<file path="config.mk">
export PLATFORM = sky130hd
export DESIGN_NAME = regblock_arbiter_flat
export DESIGN_NICKNAME = d
export VERILOG_FILES = /design/src/rtl/regblock_arbiter_pkg.sv /design/src/rtl/regblock_arbiter_if.sv /design/src/rtl/regblock_arbiter_rr_arbiter.sv /design/src/rtl/regblock_arbiter.sv /design/src/flat_wrapper.sv
export SDC_FILE = /design/constraint.sdc
export NUM_CORES = 1
export LEC_CHECK = 0
export ABC_CLOCK_PERIOD_IN_PS = 5300
export CAP_MARGIN = 20
export CORE_UTILIZATION = 41
export DETAILED_ROUTE_END_ITERATION = 7
export GPL_TIMING_DRIVEN = 0
export MAX_ROUTING_LAYER = met4
export PLACE_DENSITY = 0.93
export SYNTH_ARGS = -nofsm -noshare
export SYNTH_HDL_FRONTEND = slang
export SYNTH_HIERARCHICAL = 1
export SYNTH_SLANG_ARGS = --single-unit
</file>
<file path="constraint.sdc">
create_clock -name clk -period 5.3 [get_ports clk]
set_clock_uncertainty 0.2 [all_clocks]
set_input_delay 1.06 -clock clk [delete_from_list [all_inputs] [get_ports clk]]
set_output_delay 1.06 -clock clk [all_outputs]
set_load 0.005 [all_outputs]
</file>
<file path="src/rtl/regblock_arbiter_pkg.sv">
// Shared types for the register-block arbiter: controller state and captured request.
// Request field widths track the default register_block geometry.
package regblock_pkg;
   localparam int REQ_WIDTH = 16;
   localparam int REQ_DEPTH = 16;
   localparam int REQ_AW    = $clog2(REQ_DEPTH);

   typedef enum logic {INIT, RUN} ctrl_state_t;

   typedef struct packed {
      logic                 write;
      logic [REQ_AW-1:0]    addr;
      logic [REQ_WIDTH-1:0] wdata;
   } req_t;
endpackage

</file>
<file path="src/rtl/regblock_arbiter_if.sv">
// Requester-side bundle: per-requester valid/ready requests and shared read-response bus.
// The client side uses master, the arbiter uses slave.
interface regblock_arbiter_if #(
   parameter int N_REQ = 2,
   parameter int WIDTH = 16,
   parameter int DEPTH = 16
);
   localparam int AW = $clog2(DEPTH);

   logic [N_REQ-1:0]            req_valid;
   logic [N_REQ-1:0]            req_write;
   logic [N_REQ-1:0][AW-1:0]    req_addr;
   logic [N_REQ-1:0][WIDTH-1:0] req_wdata;
   logic [N_REQ-1:0]            req_ready;
   logic [N_REQ-1:0]            rsp_valid;
   logic [WIDTH-1:0]            rsp_rdata;

   modport master (
      output req_valid, req_write, req_addr, req_wdata,
      input  req_ready, rsp_valid, rsp_rdata
   );

   modport slave (
      input  req_valid, req_write, req_addr, req_wdata,
      output req_ready, rsp_valid, rsp_rdata
   );
endinterface

</file>
<file path="src/rtl/regblock_arbiter_rr_arbiter.sv">
// Round-robin arbiter: combinational one-hot grant to the first requester at or after rr_ptr.
// Pointer moves past the winner only when advance is set; otherwise it holds.
module rr_arbiter #(
   parameter  int N  = 2,
   localparam int PW = $clog2(N)
) (
   input  logic         clk,
   input  logic         reset,
   input  logic [N-1:0] req,
   input  logic         advance,
   output logic [N-1:0] grant
);
   logic [PW-1:0] rr_ptr_q, rr_ptr_d;
   logic [PW-1:0] next_ptr;
   int            idx;

   always_comb begin
      grant    = '0;
      next_ptr = rr_ptr_q;
      idx      = 0;
      for (int off = 0; off < N; off++) begin
         idx = int'(rr_ptr_q) + off;
         if (idx >= N) idx = idx - N;
         if (req[idx] && grant == '0) begin
            grant[idx] = 1'b1;
            next_ptr   = (idx == N - 1) ? '0 : PW'(idx + 1);
         end
      end
      rr_ptr_d = advance ? next_ptr : rr_ptr_q;
   end

   always_ff @(posedge clk) begin
      if (reset) rr_ptr_q <= '0;
      else       rr_ptr_q <= rr_ptr_d;
   end
endmodule

</file>
<file path="src/rtl/regblock_arbiter.sv">
// Sole master of register_block: init sweep after reset, then round-robin single transactions.
// Write issues 1 cycle after accept, read data returns 2 cycles after accept; one grant per cycle.
module regblock_arbiter
   import regblock_pkg::*;
#(
   parameter  int               WIDTH      = REQ_WIDTH,
   parameter  int               DEPTH      = REQ_DEPTH,
   parameter  int               N_REQ      = 2,
   parameter  logic [WIDTH-1:0] INIT_VALUE = '0,
   localparam int               AW         = $clog2(DEPTH),
   localparam int               IW         = $clog2(N_REQ)
) (
   input  logic             clk,
   input  logic             reset,
   regblock_arbiter_if.slave bus,
   output logic             busy,
   output logic             w_en,
   output logic [AW-1:0]    w_addr,
   output logic [WIDTH-1:0] w_value,
   output logic             r_en,
   output logic [AW-1:0]    r_addr,
   input  logic [WIDTH-1:0] r_value
);
   ctrl_state_t      state_q, state_d;
   logic [AW-1:0]    init_addr_q, init_addr_d;
   logic             w_en_q, w_en_d;
   logic [AW-1:0]    w_addr_q, w_addr_d;
   logic [WIDTH-1:0] w_value_q, w_value_d;
   logic             r_en_q, r_en_d;
   logic [AW-1:0]    r_addr_q, r_addr_d;
   logic             id1_vld_q, id1_vld_d;
   logic [IW-1:0]    id1_q, id1_d;
   logic             id2_vld_q, id2_vld_d;
   logic [IW-1:0]    id2_q, id2_d;

   logic             run;
   logic [N_REQ-1:0] req_gated;
   logic [N_REQ-1:0] grant;
   logic             accept;
   logic [IW-1:0]    sel_idx;
   req_t             sel_req;

   assign run       = (state_q == RUN);
   assign req_gated = run ? bus.req_valid : '0;
   assign accept    = |grant;

   rr_arbiter #(.N(N_REQ)) u_rr (
      .clk     (clk),
      .reset   (reset),
      .req     (req_gated),
      .advance (accept),
      .grant   (grant)
   );

   always_comb begin
      sel_idx = '0;
      sel_req = '0;
      for (int i = 0; i < N_REQ; i++) begin
         if (grant[i]) begin
            sel_idx       = IW'(i);
            sel_req.write = bus.req_write[i];
            sel_req.addr  = bus.req_addr[i];
            sel_req.wdata = bus.req_wdata[i];
         end
      end
   end

   always_comb begin
      state_d     = state_q;
      init_addr_d = init_addr_q;
      if (!run) begin
         init_addr_d = init_addr_q + 1'b1;
         if (init_addr_q == AW'(DEPTH - 1)) state_d = RUN;
      end

      w_en_d    = accept & sel_req.write;
      w_addr_d  = w_en_d ? sel_req.addr : w_addr_q;
      w_value_d = w_en_d ? sel_req.wdata : w_value_q;
      r_en_d    = accept & ~sel_req.write;
      r_addr_d  = r_en_d ? sel_req.addr : r_addr_q;

      // Requester id rides alongside the read: stage 1 = r_en cycle, stage 2 = data cycle.
      id1_vld_d = r_en_d;
      id1_d     = sel_idx;
      id2_vld_d = id1_vld_q;
      id2_d     = id1_q;
   end

   always_ff @(posedge clk) begin
      if (reset) begin
         state_q     <= INIT;
         init_addr_q <= '0;
         w_en_q      <= 1'b0;
         w_addr_q    <= '0;
         w_value_q   <= '0;
         r_en_q      <= 1'b0;
         r_addr_q    <= '0;
         id1_vld_q   <= 1'b0;
         id1_q       <= '0;
         id2_vld_q   <= 1'b0;
         id2_q       <= '0;
      end else begin
         state_q     <= state_d;
         init_addr_q <= init_addr_d;
         w_en_q      <= w_en_d;
         w_addr_q    <= w_addr_d;
         w_value_q   <= w_value_d;
         r_en_q      <= r_en_d;
         r_addr_q    <= r_addr_d;
         id1_vld_q   <= id1_vld_d;
         id1_q       <= id1_d;
         id2_vld_q   <= id2_vld_d;
         id2_q       <= id2_d;
      end
   end

   // Sweep writes come straight off the init counter so INIT is exactly DEPTH cycles long.
   assign busy    = reset | ~run;
   assign w_en    = (~run & ~reset) | w_en_q;
   assign w_addr  = run ? w_addr_q : init_addr_q;
   assign w_value = run ? w_value_q : INIT_VALUE;
   assign r_en    = r_en_q;
   assign r_addr  = r_addr_q;

   assign bus.req_ready = grant;
   assign bus.rsp_rdata = r_value;

   always_comb begin
      for (int i = 0; i < N_REQ; i++) begin
         bus.rsp_valid[i] = id2_vld_q && (id2_q == IW'(i));
      end
   end
endmodule

</file>
<file path="src/flat_wrapper.sv">
// flat-port wrapper written by rule: the top's interface ports become plain ports
module regblock_arbiter_flat import regblock_pkg::*;
#(
   parameter  int               WIDTH      = REQ_WIDTH,
   parameter  int               DEPTH      = REQ_DEPTH,
   parameter  int               N_REQ      = 2,
   parameter  logic [WIDTH-1:0] INIT_VALUE = '0,
   localparam int               AW         = $clog2(DEPTH),
   localparam int               IW         = $clog2(N_REQ)
)
  (clk, reset, busy, w_en, w_addr, w_value, r_en, r_addr, r_value, bus_req_valid, bus_req_write, bus_req_addr, bus_req_wdata, bus_req_ready, bus_rsp_valid, bus_rsp_rdata);
  regblock_arbiter_if #(.N_REQ(N_REQ), .WIDTH(WIDTH), .DEPTH(DEPTH)) bus_i ();
  input  logic clk;
  input  logic reset;
  output logic busy;
  output logic w_en;
  output logic [AW-1:0] w_addr;
  output logic [WIDTH-1:0] w_value;
  output logic r_en;
  output logic [AW-1:0] r_addr;
  input  logic [WIDTH-1:0] r_value;
  input wire logic [$bits(bus_i.req_valid)-1:0] bus_req_valid;
  input wire logic [$bits(bus_i.req_write)-1:0] bus_req_write;
  input wire logic [$bits(bus_i.req_addr)-1:0] bus_req_addr;
  input wire logic [$bits(bus_i.req_wdata)-1:0] bus_req_wdata;
  output wire logic [$bits(bus_i.req_ready)-1:0] bus_req_ready;
  output wire logic [$bits(bus_i.rsp_valid)-1:0] bus_rsp_valid;
  output wire logic [$bits(bus_i.rsp_rdata)-1:0] bus_rsp_rdata;
  assign bus_i.req_valid = bus_req_valid;
  assign bus_i.req_write = bus_req_write;
  assign bus_i.req_addr = bus_req_addr;
  assign bus_i.req_wdata = bus_req_wdata;
  assign bus_req_ready = bus_i.req_ready;
  assign bus_rsp_valid = bus_i.rsp_valid;
  assign bus_rsp_rdata = bus_i.rsp_rdata;
  regblock_arbiter #(.WIDTH(WIDTH), .DEPTH(DEPTH), .N_REQ(N_REQ), .INIT_VALUE(INIT_VALUE)) u_core (.clk(clk), .reset(reset), .bus(bus_i), .busy(busy), .w_en(w_en), .w_addr(w_addr), .w_value(w_value), .r_en(r_en), .r_addr(r_addr), .r_value(r_value));
endmodule
</file>
==> impl_metrics.xml, run 1 <==
<?xml version="1.0" encoding="UTF-8"?>
<metrics>
  <group name="pwr">
    <metric name="power.share.switching" unit="%">20.6</metric>
    <metric name="share_clk_of_total_power" unit="%">38.2</metric>
    <metric name="p_leak" unit="nW">1.06</metric>
    <metric name="irDropWorstVdd" unit="mV">0.154</metric>
    <metric name="pwr_density_cell" unit="nW/µm²">187</metric>
    <metric name="p_switching" unit="W">0.000114</metric>
    <metric name="internal_power" unit="W">0.000439</metric>
    <metric name="p_seq_share" unit="%">48.4</metric>
    <metric name="power.combinational.fraction" unit="%">13.5</metric>
  </group>
  <group name="yosys">
    <metric name="synth-edff-count" unit="">0</metric>
    <metric name="netlist_top_cells_area" unit="">sky130_fd_sc_hd__dfxtp_1 (38%), sky130_fd_sc_hd__a221oi_2 (8.9%), sky130_fd_sc_hd__buf_4 (8.1%), sky130_fd_sc_hd__a22oi_1 (7.7%), sky130_fd_sc_hd__and2_1 (6.7%)</metric>
    <metric name="ys_seq_area_share" unit="%">37.7</metric>
    <metric name="synth_cell_types" unit="">33</metric>
    <metric name="average_cell_area_after_synthesis" unit="µm²">9.30</metric>
    <metric name="most_instantiated_flip_flop_cell_in_the_synthesis_netlist" unit="">sky130_fd_sc_hd__dfxtp_1</metric>
    <metric name="syn-instance-count" unit="">200</metric>
    <metric name="async_flop_share" unit="%">0</metric>
    <metric name="netlist_area" unit="µm²">1860</metric>
    <metric name="syn_nets" unit="">263</metric>
    <metric name="synth_area_leader_cell" unit="">sky130_fd_sc_hd__dfxtp_1</metric>
    <metric name="postSynthRegisterBits" unit="">35</metric>
    <metric name="synthesis.yosys.warnings" unit="">6</metric>
    <metric name="area_share_of_the_largest_cell_type_after_synthesis" unit="%">37.7</metric>
  </group>
  <group name="clock_network">
    <metric name="clock_path_buffers" unit="">2</metric>
    <metric name="cts.htree.levels" unit="">2</metric>
    <metric name="postCtsSetupRepairBufs" unit="">0</metric>
    <metric name="numCtsBuffers" unit="">5</metric>
    <metric name="tritoncts" unit="">yes</metric>
    <metric name="insertion_delay" unit="ps">280</metric>
    <metric name="tritoncts_num_sinks" unit="">35</metric>
    <metric name="post_cts_resized" unit="">0</metric>
    <metric name="clockRootBuffer" unit="">sky130_fd_sc_hd__clkbuf_8</metric>
    <metric name="post_cts_hold_buffer_count" unit="">0</metric>
    <metric name="clkTransAtPathRegs" unit="ps">70</metric>
  </group>
  <group name="global_route">
    <metric name="global_route_overflow" unit="">0</metric>
    <metric name="vias_in_the_first_global_route" unit="">1836</metric>
    <metric name="antenna_found_initial" unit="">0</metric>
    <metric name="grtUsageTotal" unit="%">22.7</metric>
    <metric name="grt_max_degree" unit="">11</metric>
    <metric name="grt_first_pass_wirelength" unit="µm">8580</metric>
  </group>
  <group name="critical_path">
    <metric name="critPathLaunchType" unit="">primary input</metric>
    <metric name="crit_required" unit="ps">4040</metric>
    <metric name="worst-r2r-setup-slack" unit="ps">2430</metric>
    <metric name="worst_path_max_delay_cell" unit="">sky130_fd_sc_hd__clkdlybuf4s50_1</metric>
    <metric name="arrival" unit="ps">2900</metric>
    <metric name="crit_path_cell_trace" unit="">clkdlybuf4s50_1 -&gt; clkbuf_1 -&gt; clkbuf_1 -&gt; o21bai_1 -&gt; clkdlybuf4s50_1</metric>
    <metric name="critical_path.reg2reg.startpoint" unit="">u_core/run</metric>
    <metric name="critPathTopFamily" unit="">buffers and inverters</metric>
    <metric name="crit_start" unit="">reset</metric>
    <metric name="worst-path-max-fanout" unit="">10</metric>
    <metric name="worst_setup_path_category" unit="">in -&gt; out</metric>
    <metric name="path_buf_inv" unit="">4</metric>
    <metric name="timing.critical_path.slowest_cell_delay" unit="ps">490</metric>
    <metric name="worst_setup_ep_type" unit="">output port</metric>
  </group>
  <group name="sta">
    <metric name="rsz0062_at_grt" unit="">false</metric>
    <metric name="fin_crit_sh" unit="%">78.5</metric>
    <metric name="slew_headroom" unit="%">55.6</metric>
    <metric name="timing.final.setup_violations" unit="">0</metric>
    <metric name="finalCriticalPeriod" unit="ps">4160</metric>
    <metric name="setup_total_negative_slack" unit="ps">0</metric>
    <metric name="finalMaxSlewViolations" unit="">0</metric>
    <metric name="final-hold-violation-count" unit="">0</metric>
    <metric name="fmaxAchievable" unit="GHz">0.240</metric>
    <metric name="transition_at_the_pin_with_the_smallest_max_transition_slack" unit="ps">665</metric>
    <metric name="hold_slack" unit="ps">258</metric>
  </group>
  <group name="run">
    <metric name="max_cap_violations" unit="">0</metric>
  </group>
  <group name="place">
    <metric name="io_buffers" unit="">92</metric>
    <metric name="routabilityCongestion" unit="">0.869</metric>
    <metric name="dp.final_hpwl" unit="µm">4030</metric>
  </group>
  <group name="min_path">
    <metric name="min-delay-start" unit="">u_core/id1_q</metric>
    <metric name="min_path_type" unit="">reg -&gt; reg</metric>
  </group>
  <group name="floorplan">
    <metric name="core" unit="µm²">4350</metric>
    <metric name="start_util" unit="%">42.7</metric>
    <metric name="total_i_o_pin_count" unit="">109</metric>
    <metric name="rows" unit="">24</metric>
    <metric name="die_w" unit="µm">69.4</metric>
    <metric name="die_y" unit="µm">69.4</metric>
    <metric name="design.die.area" unit="µm²">4810</metric>
  </group>
  <group name="route">
    <metric name="viasPerCell" unit="">5.24</metric>
    <metric name="wl_final" unit="µm">5180</metric>
    <metric name="vias" unit="">1843</metric>
    <metric name="dr.pass1.iters" unit="">4</metric>
    <metric name="final_antenna_net_count" unit="">0</metric>
    <metric name="drt_iter0_markers" unit="">156</metric>
    <metric name="drc" unit="">0</metric>
    <metric name="drt-wirelength-per-cell" unit="µm">14.7</metric>
  </group>
  <group name="layout">
    <metric name="layout-drive-gt1-share" unit="%">17.3</metric>
    <metric name="diodes" unit="">0</metric>
    <metric name="area_delta_synth_final" unit="%">58.4</metric>
    <metric name="nets" unit="">362</metric>
    <metric name="final_common_cell" unit="">sky130_fd_sc_hd__clkdlybuf4s50_1</metric>
    <metric name="layout.cells.most_common_list" unit="">sky130_fd_sc_hd__clkdlybuf4s50_1 (92), sky130_fd_sc_hd__dfxtp_1 (35), sky130_fd_sc_hd__nor2_1 (26), sky130_fd_sc_hd__and2_1 (20), sky130_fd_sc_hd__buf_4 (20)</metric>
  </group>
  <group name="status">
    <metric name="run_status" unit="">finished clean</metric>
  </group>
</metrics>
worst register-to-register path: stages (launching register included):
cell and delay (ps):
sky130_fd_sc_hd__dfxtp_1 320, sky130_fd_sc_hd__buf_2 230, sky130_fd_sc_hd__clkbuf_1 390, sky130_fd_sc_hd__and2_1 230
sky130_fd_sc_hd__a21boi_0 550, sky130_fd_sc_hd__and2b_1 240, sky130_fd_sc_hd__buf_4 200, sky130_fd_sc_hd__a22oi_1 140
sky130_fd_sc_hd__a221oi_2 280
synthesized netlist by cell type (2+ instances only):
cell / instances
sky130_fd_sc_hd__a21oi_1: 3
sky130_fd_sc_hd__mux2_2: 4
sky130_fd_sc_hd__a21boi_0: 2
sky130_fd_sc_hd__buf_2: 7
sky130_fd_sc_hd__nand2_1: 3
sky130_fd_sc_hd__nand2b_1: 2
sky130_fd_sc_hd__nand3b_1: 2
sky130_fd_sc_hd__dfxtp_1: 35
sky130_fd_sc_hd__nor2_1: 26
sky130_fd_sc_hd__a221oi_2: 11
sky130_fd_sc_hd__a22oi_1: 19
sky130_fd_sc_hd__nor2b_1: 6
sky130_fd_sc_hd__xor2_1: 2
sky130_fd_sc_hd__nor3_1: 4
sky130_fd_sc_hd__a211oi_1: 4
sky130_fd_sc_hd__a221oi_1: 9
sky130_fd_sc_hd__buf_4: 20
sky130_fd_sc_hd__and2_1: 20
sky130_fd_sc_hd__clkbuf_1: 7
state kept, by name (all words and copies together) (netlist names):
name,flops
u_core/w_value_q,16
u_core/w_addr_q,4
u_core/id1_vld_q,1
u_core/id1_q,1
u_core/w_en_q,1
u_core/id2_q,1
u_core/init_addr_q,4
u_core/id2_vld_q,1
u_core/r_addr,4
u_core/u_rr/rr_ptr_q,1
u_core/run,1
path summary, 6_finish.rpt:
path,endpoint,depth (start not counted)
worst max-delay path,w_en,5
worst min-delay path,u_core/id2_q,1
worst max register to register,u_core/w_addr_q[1],8
worst min register to register,u_core/id2_q,1
power by group through the flow:
stage | combinational [W] | sequential (W) | clock [W]
2_1_floorplan | 0.0000205 | 0.000273 | 0
3_3_place_gp | 0.0000728 | 0.000273 | 0
3_5_place_dp | 0.0000746 | 0.000273 | 0
4_1_cts | 0.0000749 | 0.000267 | 0.000215
5_1_grt | 0.0000795 | 0.000267 | 0.000224
6_report | 0.0000743 | 0.000267 | 0.000211
routing by layer:
layer	vias to the layer above	wire length [µm]	GRT usage [%]
li1	902	-	-
met4	0	24	5.22
met3	4	442	5.38
met5	-	0	-
met1	850	2030	26.2
met2	87	2680	39.7
layout make-up:
cell class / instances / area, µm²
plain buffers: 34 / 211
multi-input cells: 130 / 945
clock buffers: 8 / 100
flip-flops and latches: 35 / 701
fillers: 369 / 1410
inverters: 1 / 3.75
well taps: 52 / 65.1
repair buffers: 92 / 921
stage by stage:
| step | total power, W | util [%] | worst slack [ps] | instances | cell area [µm²] |
|---|---|---|---|---|---|
| final | 0.000552 | 67.7 | 1140 | 352 | 2950 |
| after global routing | 0.000571 | 67.7 | 1010 | 352 | 2950 |
| after CTS | 0.000557 | 67.7 | 1140 | 352 | 2950 |
| after detailed placement | 0.000348 | 65.4 | 1150 | 344 | 2850 |
| after global placement | 0.000346 | 65.4 | 1190 | 344 | 2850 |
| after floorplan | 0.000293 | - | 2360 | 200 | 1860 |
cells by family (layout without fill, tap and decap cells):
family / count (synthesis) / after routing / synth area share, %
and+or+nand+nor: 69 / 69 / 20.0
AOI/OAI and AO/OA: 52 / 52 / 25.8
adders and majority gates: 1 / 1 / 0.672
muxes: 5 / 5 / 2.96
buffers and inverters: 35 / 135 / 11.6
xor gates and xnor gates: 3 / 3 / 1.41
DFF: 35 / 35 / 37.7
Note: power is estimated with default switching activity, not from simulation.
==> run 2: changes to the inputs <==
- ABC_CLOCK_PERIOD_IN_PS: 5300 -> 4200
- CORE_UTILIZATION: 41 -> 38
- PLACE_DENSITY: 0.93 -> 0.88
- clock period: 5.3 -> 4.2 ns (I/O delays scaled with it)
==> impl_metrics.xml, run 2 (same netlist as run 1, synthesis figures left out) <==
<?xml version="1.0" encoding="UTF-8"?>
<metrics>
  <group name="layout">
    <metric name="area_delta_synth_final" unit="%">58.4</metric>
    <metric name="n_fill_cell" unit="">426</metric>
    <metric name="layout.cells.most_common_list" unit="">sky130_fd_sc_hd__clkdlybuf4s50_1 (92), sky130_fd_sc_hd__dfxtp_1 (35), sky130_fd_sc_hd__nor2_1 (26), sky130_fd_sc_hd__and2_1 (20), sky130_fd_sc_hd__buf_4 (20)</metric>
    <metric name="postLayoutCellArea" unit="µm²">2950</metric>
    <metric name="final_common_cell" unit="">sky130_fd_sc_hd__clkdlybuf4s50_1</metric>
    <metric name="max_ffs_per_register" unit="">16</metric>
    <metric name="layout-drive-gt1-share" unit="%">17.0</metric>
    <metric name="nets" unit="">362</metric>
    <metric name="largest-register" unit="">u_core/w_value_q</metric>
    <metric name="diodes" unit="">0</metric>
  </group>
  <group name="route">
    <metric name="wl_final" unit="µm">5080</metric>
    <metric name="viasPerCell" unit="">5.01</metric>
    <metric name="final_antenna_net_count" unit="">0</metric>
    <metric name="dr.pass1.iters" unit="">4</metric>
    <metric name="drt-wirelength-per-cell" unit="µm">13.9</metric>
    <metric name="drt_iter0_markers" unit="">90</metric>
    <metric name="drc" unit="">0</metric>
    <metric name="vias" unit="">1840</metric>
  </group>
  <group name="sta">
    <metric name="finalCriticalPeriod" unit="ps">3700</metric>
    <metric name="final_critical_path_setup_slack" unit="ps">503</metric>
    <metric name="final-hold-violation-count" unit="">0</metric>
    <metric name="timing.final.setup_violations" unit="">0</metric>
    <metric name="setup_total_negative_slack" unit="ps">0</metric>
    <metric name="fin_crit_sh" unit="%">88.0</metric>
    <metric name="finalMaxSlewViolations" unit="">0</metric>
    <metric name="slew_headroom" unit="%">53.0</metric>
    <metric name="rsz0062_at_grt" unit="">false</metric>
    <metric name="fmaxAchievable" unit="GHz">0.270</metric>
    <metric name="transition_at_the_pin_with_the_smallest_max_transition_slack" unit="ps">699</metric>
  </group>
  <group name="floorplan">
    <metric name="start_util" unit="%">39.4</metric>
    <metric name="core" unit="µm²">4720</metric>
    <metric name="design.die.area" unit="µm²">5180</metric>
    <metric name="die_w" unit="µm">72.0</metric>
    <metric name="total_i_o_pin_count" unit="">109</metric>
    <metric name="rows" unit="">25</metric>
    <metric name="die_y" unit="µm">72.0</metric>
  </group>
  <group name="clock_network">
    <metric name="insertion_delay" unit="ps">280</metric>
    <metric name="tritoncts" unit="">yes</metric>
    <metric name="numCtsBuffers" unit="">5</metric>
    <metric name="post_cts_resized" unit="">0</metric>
    <metric name="clock_path_buffers" unit="">2</metric>
    <metric name="post_cts_hold_buffer_count" unit="">0</metric>
    <metric name="tritoncts_num_sinks" unit="">35</metric>
    <metric name="postCtsSetupRepairBufs" unit="">0</metric>
    <metric name="clkTransAtPathRegs" unit="ps">70</metric>
    <metric name="cts.htree.levels" unit="">2</metric>
    <metric name="clockRootBuffer" unit="">sky130_fd_sc_hd__clkbuf_8</metric>
  </group>
  <group name="critical_path">
    <metric name="arrival" unit="ps">2660</metric>
    <metric name="critPathLaunchType" unit="">primary input</metric>
    <metric name="crit_required" unit="ps">3160</metric>
    <metric name="worst-path-max-fanout" unit="">7</metric>
    <metric name="worst_setup_ep_type" unit="">output port</metric>
    <metric name="worst_setup_path_category" unit="">in -&gt; out</metric>
  </group>
  <group name="global_route">
    <metric name="grtUsageTotal" unit="%">20.4</metric>
    <metric name="antenna_found_initial" unit="">0</metric>
    <metric name="vias_in_the_first_global_route" unit="">1720</metric>
    <metric name="grt_max_degree" unit="">11</metric>
    <metric name="global_route_overflow" unit="">0</metric>
    <metric name="grt_first_pass_wirelength" unit="µm">7850</metric>
  </group>
  <group name="status">
    <metric name="run_status" unit="">finished clean</metric>
  </group>
  <group name="place">
    <metric name="io_buffers" unit="">92</metric>
    <metric name="dp.final_hpwl" unit="µm">3770</metric>
    <metric name="place_area" unit="µm²">2870</metric>
    <metric name="dpl_worst_slack" unit="ps">500</metric>
    <metric name="routabilityCongestion" unit="">0.794</metric>
  </group>
  <group name="min_path">
    <metric name="min_path_type" unit="">reg -&gt; reg</metric>
  </group>
  <group name="pwr">
    <metric name="irDropWorstVdd" unit="mV">0.138</metric>
    <metric name="p_leak" unit="nW">1.05</metric>
    <metric name="design_power_total" unit="W">0.000663</metric>
    <metric name="pwr_density_cell" unit="nW/µm²">225</metric>
  </group>
  <group name="run">
    <metric name="max_cap_violations" unit="">0</metric>
  </group>
</metrics>
==> run 2: cell types whose count changed in the layout (fill, tap and decap cells not counted) <==
cell,change
sky130_fd_sc_hd__clkinv_2,+1
sky130_fd_sc_hd__clkbuf_1,+1
sky130_fd_sc_hd__clkbuf_8,-2
==> run 2: layout make-up <==
type                       count  area, µm²  area share (%)
clock buffer                   7       76.3            2.59
timing repair buffer          92        921            31.3
clock inverter                 1       5.00           0.170
multi-input combinational    130        945            32.1
inverter                       1       3.75           0.127
sequential                    35        701            23.8
tap                           67       83.8            2.85
buffer                        34        211            7.18
==> run 2: metal layers <==
layer | part of all wire [%] | global-route usage [%] | up-vias
li1 | - | - | 901
met1 | 42 | 24.7 | 842
met2 | 48 | 34.0 | 92
met3 | 8.9 | 5.14 | 5
met4 | 0.81 | 5.23 | 0
met5 | 0 | - | -
==> run 2: path summary, 6_finish.rpt <==
kind,start,endpoint,slack (ps),cells past startpoint
worst max register to register,u_core/run,u_core/w_value_q[5],1350,7
worst min register to register,u_core/id1_q,u_core/id2_q,240,1
worst min-delay path,u_core/id1_q,u_core/id2_q,240,1
worst max-delay path,bus_req_valid[0],bus_req_ready[0],500,4
==> run 2: report_power, final <==
| group | internal (W) | switching, W |
|---|---|---|
| sequential | 0.000334 | 0.00000295 |
| clock | 0.000116 | 0.000116 |
| combinational | 0.0000692 | 0.0000242 |
==> run 2: worst max-delay path, cell delays in order <==
cell	delay, ps
sky130_fd_sc_hd__clkdlybuf4s50_1	450
sky130_fd_sc_hd__and2_1	150
sky130_fd_sc_hd__a21boi_0	590
sky130_fd_sc_hd__clkdlybuf4s50_1	630
==> run 2: stage by stage <==
step                cells  hold WS, ps  util (%)
floorplan             200          214         -
global placement      359          220      60.7
detailed placement    359          230      60.7
CTS                   367          246      62.4
global route          367          272      62.4
finish                367          241      62.4
==> run 3: changes to the inputs <==
- REMOVE_ABC_BUFFERS: unset -> 1
- SETUP_SLACK_MARGIN: unset -> 0.05
==> impl_metrics.xml, run 3 (same netlist as run 1, synthesis figures left out) <==
<?xml version="1.0" encoding="UTF-8"?>
<metrics>
  <group name="global_route">
    <metric name="antenna_found_initial" unit="">0</metric>
    <metric name="global_route.usage.met2" unit="%">36.2</metric>
    <metric name="gr-max-usage-layer" unit="">met2</metric>
    <metric name="grtUsageMet3" unit="%">9.86</metric>
    <metric name="vias_in_the_first_global_route" unit="">1702</metric>
    <metric name="globalRouteMet1Util" unit="%">22.0</metric>
    <metric name="grt_first_pass_wirelength" unit="µm">8140</metric>
    <metric name="grtUsageTotal" unit="%">21.2</metric>
    <metric name="global_route_overflow" unit="">0</metric>
    <metric name="grt_max_degree" unit="">38</metric>
  </group>
  <group name="min_path">
    <metric name="instance_count_along_the_most_critical_hold_path" unit="">1</metric>
    <metric name="min_path_type" unit="">reg -&gt; reg</metric>
  </group>
  <group name="clock_network">
    <metric name="post_cts_hold_buffer_count" unit="">0</metric>
    <metric name="tritoncts" unit="">yes</metric>
    <metric name="clockRootBuffer" unit="">sky130_fd_sc_hd__clkbuf_8</metric>
    <metric name="post_cts_resized" unit="">1</metric>
    <metric name="postCtsSetupRepairBufs" unit="">0</metric>
    <metric name="clkTransAtPathRegs" unit="ps">70</metric>
    <metric name="cts.htree.levels" unit="">2</metric>
    <metric name="insertion_delay" unit="ps">280</metric>
    <metric name="tritoncts_num_sinks" unit="">35</metric>
    <metric name="numCtsBuffers" unit="">5</metric>
    <metric name="clock_path_buffers" unit="">2</metric>
  </group>
  <group name="layout">
    <metric name="max_ffs_per_register" unit="">16</metric>
    <metric name="area_delta_synth_final" unit="%">42.4</metric>
    <metric name="layout.cells.most_common_list" unit="">sky130_fd_sc_hd__clkdlybuf4s50_1 (75), sky130_fd_sc_hd__dfxtp_1 (35), sky130_fd_sc_hd__nor2_1 (26), sky130_fd_sc_hd__and2_1 (20), sky130_fd_sc_hd__a22oi_1 (19)</metric>
    <metric name="multi_input_area" unit="µm²">958</metric>
    <metric name="nets" unit="">314</metric>
    <metric name="final-seq-area" unit="µm²">701</metric>
    <metric name="largest-register" unit="">u_core/w_value_q</metric>
    <metric name="final_common_cell" unit="">sky130_fd_sc_hd__clkdlybuf4s50_1</metric>
    <metric name="final-instance-count-excl-fill" unit="">319</metric>
    <metric name="n_fill_cell" unit="">418</metric>
    <metric name="layout-drive-gt1-share" unit="%">11.5</metric>
    <metric name="diodes" unit="">0</metric>
  </group>
  <group name="floorplan">
    <metric name="rows" unit="">25</metric>
    <metric name="die_y" unit="µm">72.0</metric>
    <metric name="core" unit="µm²">4720</metric>
    <metric name="start_util" unit="%">39.4</metric>
    <metric name="die_w" unit="µm">72.0</metric>
    <metric name="design.die.area" unit="µm²">5180</metric>
    <metric name="total_i_o_pin_count" unit="">109</metric>
  </group>
  <group name="place">
    <metric name="placed_cells_incl_taps" unit="">310</metric>
    <metric name="io_buffers" unit="">76</metric>
    <metric name="dp.final_hpwl" unit="µm">3420</metric>
    <metric name="routabilityCongestion" unit="">0.730</metric>
  </group>
  <group name="critical_path">
    <metric name="arrival" unit="ps">2900</metric>
    <metric name="critPathLaunchType" unit="">flop</metric>
    <metric name="worst_setup_ep_type" unit="">output port</metric>
    <metric name="ff2ff_path_depth" unit="">5</metric>
    <metric name="crit_required" unit="ps">3160</metric>
    <metric name="worst-path-max-fanout" unit="">29</metric>
    <metric name="worst_setup_path_category" unit="">reg -&gt; out</metric>
  </group>
  <group name="sta">
    <metric name="fin_crit_sh" unit="%">93.7</metric>
    <metric name="fmaxAchievable" unit="GHz">0.254</metric>
    <metric name="setup_total_negative_slack" unit="ps">0</metric>
    <metric name="transition_at_the_pin_with_the_smallest_max_transition_slack" unit="ps">938</metric>
    <metric name="rsz0062_at_grt" unit="">false</metric>
    <metric name="timing.final.setup_violations" unit="">0</metric>
    <metric name="final-hold-violation-count" unit="">0</metric>
    <metric name="slew_headroom" unit="%">37.4</metric>
    <metric name="finalMaxSlewViolations" unit="">0</metric>
    <metric name="finalCriticalPeriod" unit="ps">3940</metric>
  </group>
  <group name="route">
    <metric name="dr.pass1.iters" unit="">4</metric>
    <metric name="vias" unit="">1693</metric>
    <metric name="drc" unit="">0</metric>
    <metric name="wl_final" unit="µm">5050</metric>
    <metric name="drt_iter0_markers" unit="">59</metric>
    <metric name="final_antenna_net_count" unit="">0</metric>
    <metric name="drt-wirelength-per-cell" unit="µm">15.8</metric>
    <metric name="viasPerCell" unit="">5.31</metric>
  </group>
  <group name="status">
    <metric name="run_status" unit="">finished clean</metric>
  </group>
  <group name="pwr">
    <metric name="pwr_density_cell" unit="nW/µm²">285</metric>
    <metric name="irDropWorstVdd" unit="mV">0.213</metric>
    <metric name="p_leak" unit="nW">0.878</metric>
  </group>
  <group name="run">
    <metric name="max_cap_violations" unit="">0</metric>
  </group>
</metrics>
==> run 3: changes by cell type in the layout (fill, tap and decap cells not counted), sizes merged <==
cell	delta
buf	-25
clkinv	-1
bufinv	+2
clkdlybuf4s50	-17
clkbuf	-8
nand3b	+1
==> run 3: final timing paths <==
kind / to / from / slack [ps]
worst max register to register: u_core/w_addr_q[3] / u_core/run / 490
worst max-delay path: bus_req_ready[1] / u_core/run / 260
worst min-delay path: u_core/id2_q / u_core/id1_q / 240
worst min register to register: u_core/id2_q / u_core/id1_q / 240
==> run 3: power by group <==
part	internal (W)	switching, W	leakage (nW)
combinational	0.0000460	0.0000179	0.531
clock	0.000237	0.000116	0.0654
sequential	0.000334	0.00000314	0.282
==> run 3: stage by stage <==
step	power (W)	worst slack [ps]	hold slack (ps)	cell area, µm²	utilization [%]
after floorplan	0.000352	-586	214	1650	-
after global placement	0.000407	-2480	219	2490	52.8
after detailed placement	0.000409	-593	227	2510	53.1
after CTS	0.000764	250	244	2650	56.1
after global routing	0.000785	61.1	267	2650	56.1
final	0.000755	264	244	2650	56.1
==> run 3: final cells by class <==
class	instances	area share, %
multi-input cells	131	36.2
flip-flops and latches	35	26.4
clock buffers	6	2.74
repair buffers	77	29.1
inverters	1	0.142
clock inverters	2	2.27
well taps	67	3.16
==> run 3: metal layers <==
layer,vias up,wire length (µm)
met5,-,0
met4,0,38
met3,4,425
met2,82,2480
met1,800,2110
li1,807,-
==> run 3: worst max-delay path, stage by stage, from the launching register on <==
cell                              delay (ps)
sky130_fd_sc_hd__dfxtp_1                 930
sky130_fd_sc_hd__and2_1                  290
sky130_fd_sc_hd__a21boi_2                630
sky130_fd_sc_hd__buf_8                   250
sky130_fd_sc_hd__clkdlybuf4s50_1         510
